[src/rtl/adc_spi_tx.sv]
// ADS5292 serial-port transmitter: shifts 24-bit {addr, data} words MSB-first on sen_n/sclk/sdata
// and sequences the register unit for auto configuration. Option: `ADC_SPI_SRESET_EN (software-reset frame first).
module adc_spi_tx #(
   parameter int CLK_DIV = 4
) (
   input  logic        clk,
   input  logic        rstb,
   input  logic [23:0] reg_in,
   input  logic        end_auto,
   input  logic        start,
   input  logic        auto_start,
   output logic        init_reg,
   output logic        incr_reg,
   output logic        auto_run,
   output logic        sclk,
   output logic        sdata,
   output logic        sen_n,
   output logic        busy,
   output logic        frame_done,
   output logic        auto_done
);

   typedef enum logic [2:0] {IDLE, SETUP, SHIFT_HI, SHIFT_LO, GAP} frame_state_t;
   typedef enum logic [2:0] {A_IDLE, A_INIT, A_LATCH, A_SEND, A_INCR} auto_state_t;

   localparam logic [7:0] DIV_LOAD = 8'(CLK_DIV - 1);

   frame_state_t f_state, f_state_nx;
   auto_state_t  a_state, a_state_nx;

   logic [7:0]  div_cnt, div_cnt_nx;
   logic [4:0]  bit_cnt, bit_cnt_nx;
   logic        gap_half, gap_half_nx;
   logic [23:0] shadow, shadow_nx;
   logic        end_latched, end_latched_nx;
   logic        sclk_nx, sdata_nx, sen_n_nx;
   logic        auto_done_nx;
   logic        launch;
   logic [23:0] launch_word;
   logic        frame_end;
`ifdef ADC_SPI_SRESET_EN
   logic        srst_phase, srst_phase_nx;
`endif

   // Last cycle of the second GAP half: the frame FSM returns to IDLE on this edge.
   assign frame_end = (f_state == GAP) && (div_cnt == 8'd0) && gap_half;

   // Auto sequencer and trigger arbitration (auto_start has priority over start).
   always_comb begin
      a_state_nx     = a_state;
      end_latched_nx = end_latched;
      auto_done_nx   = 1'b0;
      launch         = 1'b0;
      launch_word    = reg_in;
`ifdef ADC_SPI_SRESET_EN
      srst_phase_nx  = srst_phase;
`endif
      case (a_state)
         A_IDLE: begin
            if ((f_state == IDLE) && auto_start) begin
`ifdef ADC_SPI_SRESET_EN
               a_state_nx    = A_SEND;
               launch        = 1'b1;
               launch_word   = 24'h00_0001;
               srst_phase_nx = 1'b1;
`else
               a_state_nx    = A_INIT;
`endif
            end else if ((f_state == IDLE) && start) begin
               launch = 1'b1;
            end
         end
         A_INIT: begin
            a_state_nx = A_LATCH;
         end
         A_LATCH: begin
            launch         = 1'b1;
            end_latched_nx = end_auto;
            a_state_nx     = A_SEND;
         end
         A_SEND: begin
            if (frame_end) begin
`ifdef ADC_SPI_SRESET_EN
               if (srst_phase) begin
                  srst_phase_nx = 1'b0;
                  a_state_nx    = A_INIT;
               end else
`endif
               if (end_latched) begin
                  a_state_nx   = A_IDLE;
                  auto_done_nx = 1'b1;
               end else begin
                  a_state_nx   = A_INCR;
               end
            end
         end
         A_INCR: begin
            a_state_nx = A_LATCH;
         end
         default: begin
            a_state_nx = A_IDLE;
         end
      endcase
   end

   // Frame FSM: outputs are registered, so each state's pin values are set on entry.
   always_comb begin
      f_state_nx  = f_state;
      div_cnt_nx  = div_cnt;
      bit_cnt_nx  = bit_cnt;
      gap_half_nx = gap_half;
      shadow_nx   = shadow;
      sclk_nx     = sclk;
      sdata_nx    = sdata;
      sen_n_nx    = sen_n;
      case (f_state)
         IDLE: begin
            if (launch) begin
               f_state_nx = SETUP;
               shadow_nx  = launch_word;
               div_cnt_nx = DIV_LOAD;
               bit_cnt_nx = 5'd23;
               sen_n_nx   = 1'b0;
               sclk_nx    = 1'b0;
               sdata_nx   = launch_word[23];
            end
         end
         SETUP: begin
            if (div_cnt == 8'd0) begin
               f_state_nx = SHIFT_HI;
               div_cnt_nx = DIV_LOAD;
               sclk_nx    = 1'b1;
            end else begin
               div_cnt_nx = div_cnt - 8'd1;
            end
         end
         SHIFT_HI: begin
            if (div_cnt == 8'd0) begin
               f_state_nx = SHIFT_LO;
               div_cnt_nx = DIV_LOAD;
               sclk_nx    = 1'b0;
               // Bit 0 stays on sdata through its falling edge; earlier bits advance here.
               if (bit_cnt != 5'd0) begin
                  shadow_nx = {shadow[22:0], 1'b0};
                  sdata_nx  = shadow[22];
               end
            end else begin
               div_cnt_nx = div_cnt - 8'd1;
            end
         end
         SHIFT_LO: begin
            if (div_cnt == 8'd0) begin
               div_cnt_nx = DIV_LOAD;
               if (bit_cnt == 5'd0) begin
                  f_state_nx  = GAP;
                  gap_half_nx = 1'b0;
                  sen_n_nx    = 1'b1;
                  sdata_nx    = 1'b0;
               end else begin
                  f_state_nx = SHIFT_HI;
                  bit_cnt_nx = bit_cnt - 5'd1;
                  sclk_nx    = 1'b1;
               end
            end else begin
               div_cnt_nx = div_cnt - 8'd1;
            end
         end
         GAP: begin
            // Two divider periods; the half flag keeps the divider at 8 bits for any CLK_DIV.
            if (div_cnt == 8'd0) begin
               div_cnt_nx = DIV_LOAD;
               if (gap_half) begin
                  f_state_nx = IDLE;
               end else begin
                  gap_half_nx = 1'b1;
               end
            end else begin
               div_cnt_nx = div_cnt - 8'd1;
            end
         end
         default: begin
            f_state_nx = IDLE;
            sen_n_nx   = 1'b1;
            sclk_nx    = 1'b0;
            sdata_nx   = 1'b0;
         end
      endcase
   end

   always_ff @(posedge clk or negedge rstb) begin
      if (!rstb) begin
         f_state     <= IDLE;
         a_state     <= A_IDLE;
         div_cnt     <= 8'd0;
         bit_cnt     <= 5'd0;
         gap_half    <= 1'b0;
         shadow      <= 24'd0;
         end_latched <= 1'b0;
         sclk        <= 1'b0;
         sdata       <= 1'b0;
         sen_n       <= 1'b1;
         busy        <= 1'b0;
         auto_run    <= 1'b0;
         init_reg    <= 1'b0;
         incr_reg    <= 1'b0;
         frame_done  <= 1'b0;
         auto_done   <= 1'b0;
      end else begin
         f_state     <= f_state_nx;
         a_state     <= a_state_nx;
         div_cnt     <= div_cnt_nx;
         bit_cnt     <= bit_cnt_nx;
         gap_half    <= gap_half_nx;
         shadow      <= shadow_nx;
         end_latched <= end_latched_nx;
         sclk        <= sclk_nx;
         sdata       <= sdata_nx;
         sen_n       <= sen_n_nx;
         busy        <= (f_state_nx != IDLE) || (a_state_nx != A_IDLE);
         auto_run    <= (a_state_nx != A_IDLE);
         init_reg    <= (a_state_nx == A_INIT);
         incr_reg    <= (a_state_nx == A_INCR);
         frame_done  <= frame_end;
         auto_done   <= auto_done_nx;
      end
   end

`ifdef ADC_SPI_SRESET_EN
   always_ff @(posedge clk or negedge rstb) begin
      if (!rstb) begin
         srst_phase <= 1'b0;
      end else begin
         srst_phase <= srst_phase_nx;
      end
   end
`endif

endmodule

[config.mk]
export PLATFORM = sky130hd
export DESIGN_NAME = adc_spi_tx
export DESIGN_NICKNAME = d
export VERILOG_FILES = /design/src/rtl/adc_spi_tx.sv
export SDC_FILE = /design/constraint.sdc
export NUM_CORES = 1
export LEC_CHECK = 0
export CAP_MARGIN = 10
export CELL_PAD_IN_SITES_DETAIL_PLACEMENT = 0
export CELL_PAD_IN_SITES_GLOBAL_PLACEMENT = 1
export CORE_AREA = 2 2 92 94
export DETAILED_ROUTE_END_ITERATION = 8
export DIE_AREA = 0 0 94 96
export MAX_ROUTING_LAYER = met4
export PLACE_DENSITY = 0.72
export SLEW_MARGIN = 25
export SYNTH_ARGS = -nofsm -noshare
export SYNTH_HDL_FRONTEND = slang
export SYNTH_SLANG_ARGS = --single-unit
[constraint.sdc]
create_clock -name clk -period 6.14 [get_ports clk]
set_input_delay 1.228 -clock clk [delete_from_list [all_inputs] [get_ports clk]]
set_output_delay 1.228 -clock clk [all_outputs]
set_load 0.01 [all_outputs]
==> flow_summary.yaml, run 1 <==
global_route:
  grt_start_max_net_pins: 54
  globalRouteMet3Util_pct: 3.05
  grt_use_met2_pct: 22.9
  global_route.usage.met1_pct: 18.1
  globalRoute.totalOverflow: 0
  antenna_found_initial: 0
  grtUsageTotal_pct: 14.1
  grt_first_pass_wirelength_um: 9920
  first_global_vias: 2110
  busiest_layer: "met2"
synthesis:
  synthFlopType: "dfrtp_1"
  syn_area_sq_um: 2760
  commonest_cells_post_synth: "dfrtp_1 (52), nand2_1 (35), mux2i_1 (24)"
  synth_cell_type_count: 58
  syn_nets: 312
  post_synthesis_async_set_or_reset_flop_share_pct: 100
  synth-edff-count: 0
  synth.yosys.warnings: 0
  yosysSeqAreaShare_pct: 48.0
  synthMostInstantiatedCell: "dfrtp_1"
  syn-mean-instance-area_sq_um: 9.87
  synth_largest_area_cell: "dfrtp_1"
  synth_cells: 280
  synth_area_leaders: "dfrtp_1 (47%), mux2i_1 (8.7%), nand2_1 (4.8%)"
  post-synth-top-area-fraction_pct: 47.1
  ys_ff_latch: 53
die:
  die_area_sq_um: 9020
  pin_count: 38
  die_h_um: 96
  dieWidth_um: 94
  coreArea_sq_um: 8050
  initial_core_util_pct: 34.3
  placement_rows: 33
sta:
  rsz0062_at_grt: "no"
  worst_hold_slack_across_all_endpoints_ps: 482
  finalSetupViolations: 0
  finalClockSkew_ps: 4.86
  timing_hold_violations_final: 0
  report.final.slew_viol_count: 0
  totalNegativeSetupSlack_ps: 0
  fin_crit_ps: 2700
  max-slew-margin-rel_pct: 48.5
  maxClockFrequency_mhz: 370
  max_slew.worst_pin.slew_ps: 770
  post-route-period-util_pct: 44.0
min_path:
  timing.hold.worst.start: "shadow[5]"
  min_path_type: "reg -> reg"
  holdPathStages: 2
cells_and_area:
  area_overhead_vs_synth_pct: 19.5
  largest_register_ff_count: 23
  antennaDiodeCount: 0
  largest_register: "shadow"
  drive_gt1_share_pct: 9.97
  nNetsFinal: 342
  largestRegisters: "shadow: 23 flops, div_cnt: 8 flops, bit_cnt: 5 flops"
  finalCoreUtilization_pct: 41.0
pwr:
  power.leakage_nw: 1.31
  cellPowerDensity_nw_per_um2: 193
  report.power.total_w: 0.000638
  ir_drop_v: 0.0000878
clock_network:
  cts.repair.resized: 0
  clock_tree.htree_level_count: 2
  tritoncts: "done"
  cts_hold_repair.buffers: 0
  cts.sinks: 53
  clkSlewWorstSetupHoldPaths_ps: 90
  cts_post_setup_buffers_inserted: 0
  cts_buffers: 5
  root_buffer_cell: "clkbuf_8"
  insertion_delay_ps: 300
  ctsLongestPathBuffers: 2
critical_path:
  critical_path_required_ps: 6320
  reg2regPathDepth: 8
  critical_path_buf_inv_count: 2
  worst-path-stages: 7
  crit_slowest_cell: "or4_1"
  critPathLaunchType: "primary input"
  timing.critical_path.arrival_ps: 2880
  path_cells: "clkdlybuf4s50_1 -> nor2b_1 -> o21ai_0 -> buf_4 -> o211a_1 -> a211oi_1 -> or4_1"
  maximum_fanout_along_the_worst_path: 13
  worstSetupStartpoint: "auto_start"
  worstReg2RegStart: "div_cnt[0]"
  timing.critical_path.max_delay_family: "buffers and inverters"
  worst_setup_path_end_kind: "flop"
  critical-path-max-stage-delay_ps: 530
  crit_type: "in -> reg"
flow_run:
  drv.max_cap_violation_count: 0
placement:
  gpl.final_weighted_congestion: 0.798
  portBuffers: 37
  detailedPlacementHpwl_um: 3900
route:
  final_antenna_net_count: 0
  drt_initial_violations: 104
  post_drt_wl_per_cell_um: 13.9
  finalWirelength_um: 5780
  route.vias.total: 2131
  drt-vias-per-instance: 5.12
  detailed_router_iteration_count_before_antenna_repair: 4
  drt_drc_violations_left: 0
run_status:
  run_status: "finished clean"
==> power by group <==
group          internal (W)   total, W  switching [W]
Clock              0.000123   0.000237       0.000114
Combinational     0.0000229  0.0000406      0.0000177
Sequential         0.000356   0.000361     0.00000414
==> cell families (layout without fill, tap and decap cells) <==
group | after synthesis | after routing | share of synthesized area (%)
AO/OA/AOI/OAI | 77 | 77 | 18.7
flip-flops | 53 | 53 | 48.0
multiplexers | 25 | 25 | 9.10
XOR/XNOR | 2 | 2 | 0.634
AND/OR/NAND/NOR | 95 | 95 | 17.6
adder cells (fa/ha/maj) | 3 | 3 | 1.36
buffers and inverters | 25 | 56 | 4.57
==> final cells by class <==
cell class / instances / area [sq um]
fillers: 814 / 4750
flip-flops and latches: 53 / 1330
multi-input cells: 202 / 1310
repair buffers: 41 / 395
well taps: 105 / 131
clock buffers: 6 / 72.6
clock inverters: 2 / 38.8
inverters: 7 / 26.3
==> path summary, 6_finish.rpt <==
check | end | slack [ps]
worst max-delay path | busy | 3440
worst max register to register | shadow[8] | 3730
worst min register to register | shadow[5] | 480
min in group asynchronous | shadow[7] | 1040
max in group asynchronous | shadow[21] | 4650
worst min-delay path | shadow[5] | 480
==> cells in the final DEF (no fill, tap or decap), types with 3 or more instances in the layout <==
master,count
nand3_1,6
o21ai_0,16
a22oi_1,3
mux2i_1,24
and3_1,3
dfrtp_1,52
clkbuf_8,5
nand2b_1,3
nor2_1,15
inv_1,7
ha_1,3
a211oi_1,3
a21oi_1,10
buf_4,4
nor4_1,4
o21ai_1,13
clkdlybuf4s50_1,36
nand2_1,35
nor3_1,12
o21ai_2,10
==> per-stage QoR <==
step	cells	area [sq um]	setup WS [ps]
after floorplan	280	2760	3680
after detailed placement	408	3190	3100
after global routing	416	3300	3310
after global placement	408	3190	3120
final	416	3300	3440
after CTS	416	3300	3430
==> layer usage <==
metal	wire, um	vias up	part of all wire, %
met1	2880	1013	50
met5	0	-	0
met3	256	2	4.4
li1	-	1076	-
met4	31	0	0.54
met2	2610	40	45
==> tightest hold or removal path, cell delays in order, from the launching register on <==
cell     delay [ps]
dfrtp_1         350
nand2_1          60
o21ai_2          50
No activity file was read; power rests on OpenSTA's default activity.
==> run 2: changes to the inputs <==
PLACE_DENSITY = 0.74   (was 0.72)
clock period = 2.3 ns   (was 6.14 ns; I/O delays follow)
==> run 2 against run 1 <==
  * Clock skew increased by 5.7 ps
  * Sequential share of layout area down 2.4 points
  * First-iteration DRC count fell by 22%
  * Power rose to 2.5 times the previous value
  * Cell count increased by 4.6%
  * Critical path type is now reg -> reg
  * Combinational power grew to 2.8 times the previous value
  * Largest cell class is now multi-input combinational cells
  * Sequential power rose to 2.7 times the previous value
==> flow_summary.yaml, run 2 (synthesis gave the netlist of run 1 again) <==
pwr:
  power.leakage_nw: 1.42
  clock_power_share_pct: 33.4
  netSwitchingPower_w: 0.000382
  cellPowerDensity_nw_per_um2: 462
  ir_drop_v: 0.000228
  switching_share_of_power_pct: 23.6
  cell_internal_pwr_w: 0.00124
  combPwrFrac_pct: 7.1
  share_seq_of_total_power_pct: 59.4
critical_path:
  critical_path.reg2reg.endpoint: "shadow[5]"
  critical_path_required_ps: 2510
  worstReg2RegStart: "div_cnt[1]"
  worst_setup_path_end_kind: "flop"
  crit_type: "reg -> reg"
  regToRegSetupSlack_ps: 90
  timing.critical_path.arrival_ps: 2430
  endpoint: "shadow[5]"
  reg2regPathDepth: 8
  maximum_fanout_along_the_worst_path: 23
  critPathLaunchType: "flop"
  worstSetupStartpoint: "div_cnt[1]"
cells_and_area:
  layoutNonFillerInstCount: 435
  largest_register_ff_count: 23
  nNetsFinal: 361
  fill_cells: 784
  mostFrequentLayoutCells: "dfrtp_1 (52), clkdlybuf4s50_1 (36), nand2_1 (35)"
  area_overhead_vs_synth_pct: 26.9
  largestRegisters: "shadow: 23 flops, div_cnt: 8 flops, bit_cnt: 5 flops"
  register_area_sq_um: 1330
  drive_gt1_share_pct: 16.4
  antennaDiodeCount: 0
  multi_input_comb_area_sq_um: 1340
  layout.cells.most_common: "dfrtp_1"
  largest_register: "shadow"
global_route:
  grtUsageTotal_pct: 14.0
  grt_first_pass_wirelength_um: 9790
  globalRoute.totalOverflow: 0
  grt_start_max_net_pins: 47
  antenna_found_initial: 0
  first_global_vias: 2083
route:
  drt-vias-per-instance: 5.11
  route.vias.total: 2223
  final_antenna_net_count: 0
  drt_initial_violations: 81
  drt_drc_violations_left: 0
  detailed_router_iteration_count_before_antenna_repair: 4
  finalWirelength_um: 6090
  post_drt_wl_per_cell_um: 14.0
placement:
  gpl.final_weighted_congestion: 0.843
  detailedPlacementHpwl_um: 4320
  portBuffers: 37
  post-place-cells: 424
sta:
  max_slew.worst_pin.slew_ps: 458
  report.final.slew_viol_count: 0
  timing_hold_violations_final: 0
  finalSetupViolations: 0
  post-route-period-util_pct: 96.3
  totalNegativeSetupSlack_ps: 0
  worst_hold_slack_across_all_endpoints_ps: 41.5
  finalClockSkew_ps: 10.5
  max-slew-margin-rel_pct: 69.1
  fin_crit_ps: 2210
  maxClockFrequency_mhz: 451
die:
  coreArea_sq_um: 8050
  die_area_sq_um: 9020
  placement_rows: 33
  pin_count: 38
  initial_core_util_pct: 34.3
  die_h_um: 96
  dieWidth_um: 94
run_status:
  run_status: "finished clean"
clock_network:
  root_buffer_cell: "clkbuf_8"
  cts_hold_repair.buffers: 0
  cts_buffers: 5
  tritoncts: "done"
  ctsLongestPathBuffers: 2
  clkSlewWorstSetupHoldPaths_ps: 110
  clock_tree.htree_level_count: 2
  cts.sinks: 53
  insertion_delay_ps: 310
min_path:
  min_path_type: "in -> async"
flow_run:
  drv.max_cap_violation_count: 0
run 2: power by group through the flow:
stage / registers [W] / logic (W) / clock network (W)
global route: 0.000966 / 0.000129 / 0.000607
CTS: 0.000963 / 0.000119 / 0.000570
floorplan: 0.000978 / 0.0000357 / 0
finish: 0.000963 / 0.000115 / 0.000542
global placement: 0.000981 / 0.000117 / 0
detailed placement: 0.000982 / 0.000118 / 0
run 2: worst min-delay path by stage:
| stage | startpoint | end |
|---|---|---|
| finish | rstb | shadow[5] |
| global route | rstb | shadow[5] |
| CTS | rstb | shadow[5] |
| detailed placement | rstb | shadow[5] |
| global placement | rstb | shadow[5] |
| floorplan | rstb | a_state[0] |
run 2: worst max-delay path, cell delays in order (launching register included):
cell       delay (ps)
dfrtp_1           400
inv_1             120
ha_4              160
or3b_4            420
or3_4             430
o22a_2            250
clkbuf_16         210
nand2_1            90
o21ai_2            50
run 2: through the flow:
step	total power (W)	area, sq um	utilization [%]	setup WS (ps)
after floorplan	0.00101	2760	-	65.9
after global placement	0.00110	3350	41.6	35.3
after detailed placement	0.00110	3350	41.6	11.2
after CTS	0.00165	3440	42.8	7.25
after global routing	0.00170	3510	43.6	-11.9
final	0.00162	3510	43.6	85.0
run 2: what timing repair did:
action                     CTS  global route
setup endpoints to repair    0            25
setup buffers                0             2
gates resized for setup      0             5
run 2: routing by layer:
metal	global-route usage (%)	vias up	part of all wire (%)	routed length, um
li1	-	1105	-	-
met4	4.35	0	0.84	51
met2	22.0	47	47	2830
met5	-	-	0	0
met1	18.5	1067	49	2990
met3	2.58	4	3.5	214
run 2: area by class of cell:
cell class / count / share of cell area [%]
clock buffers: 5 / 1.96
clock inverters: 3 / 0.714
inverters: 7 / 0.749
multi-input cells: 202 / 38.1
flip-flops and latches: 53 / 37.9
well taps: 105 / 3.75
repair buffers: 60 / 16.9
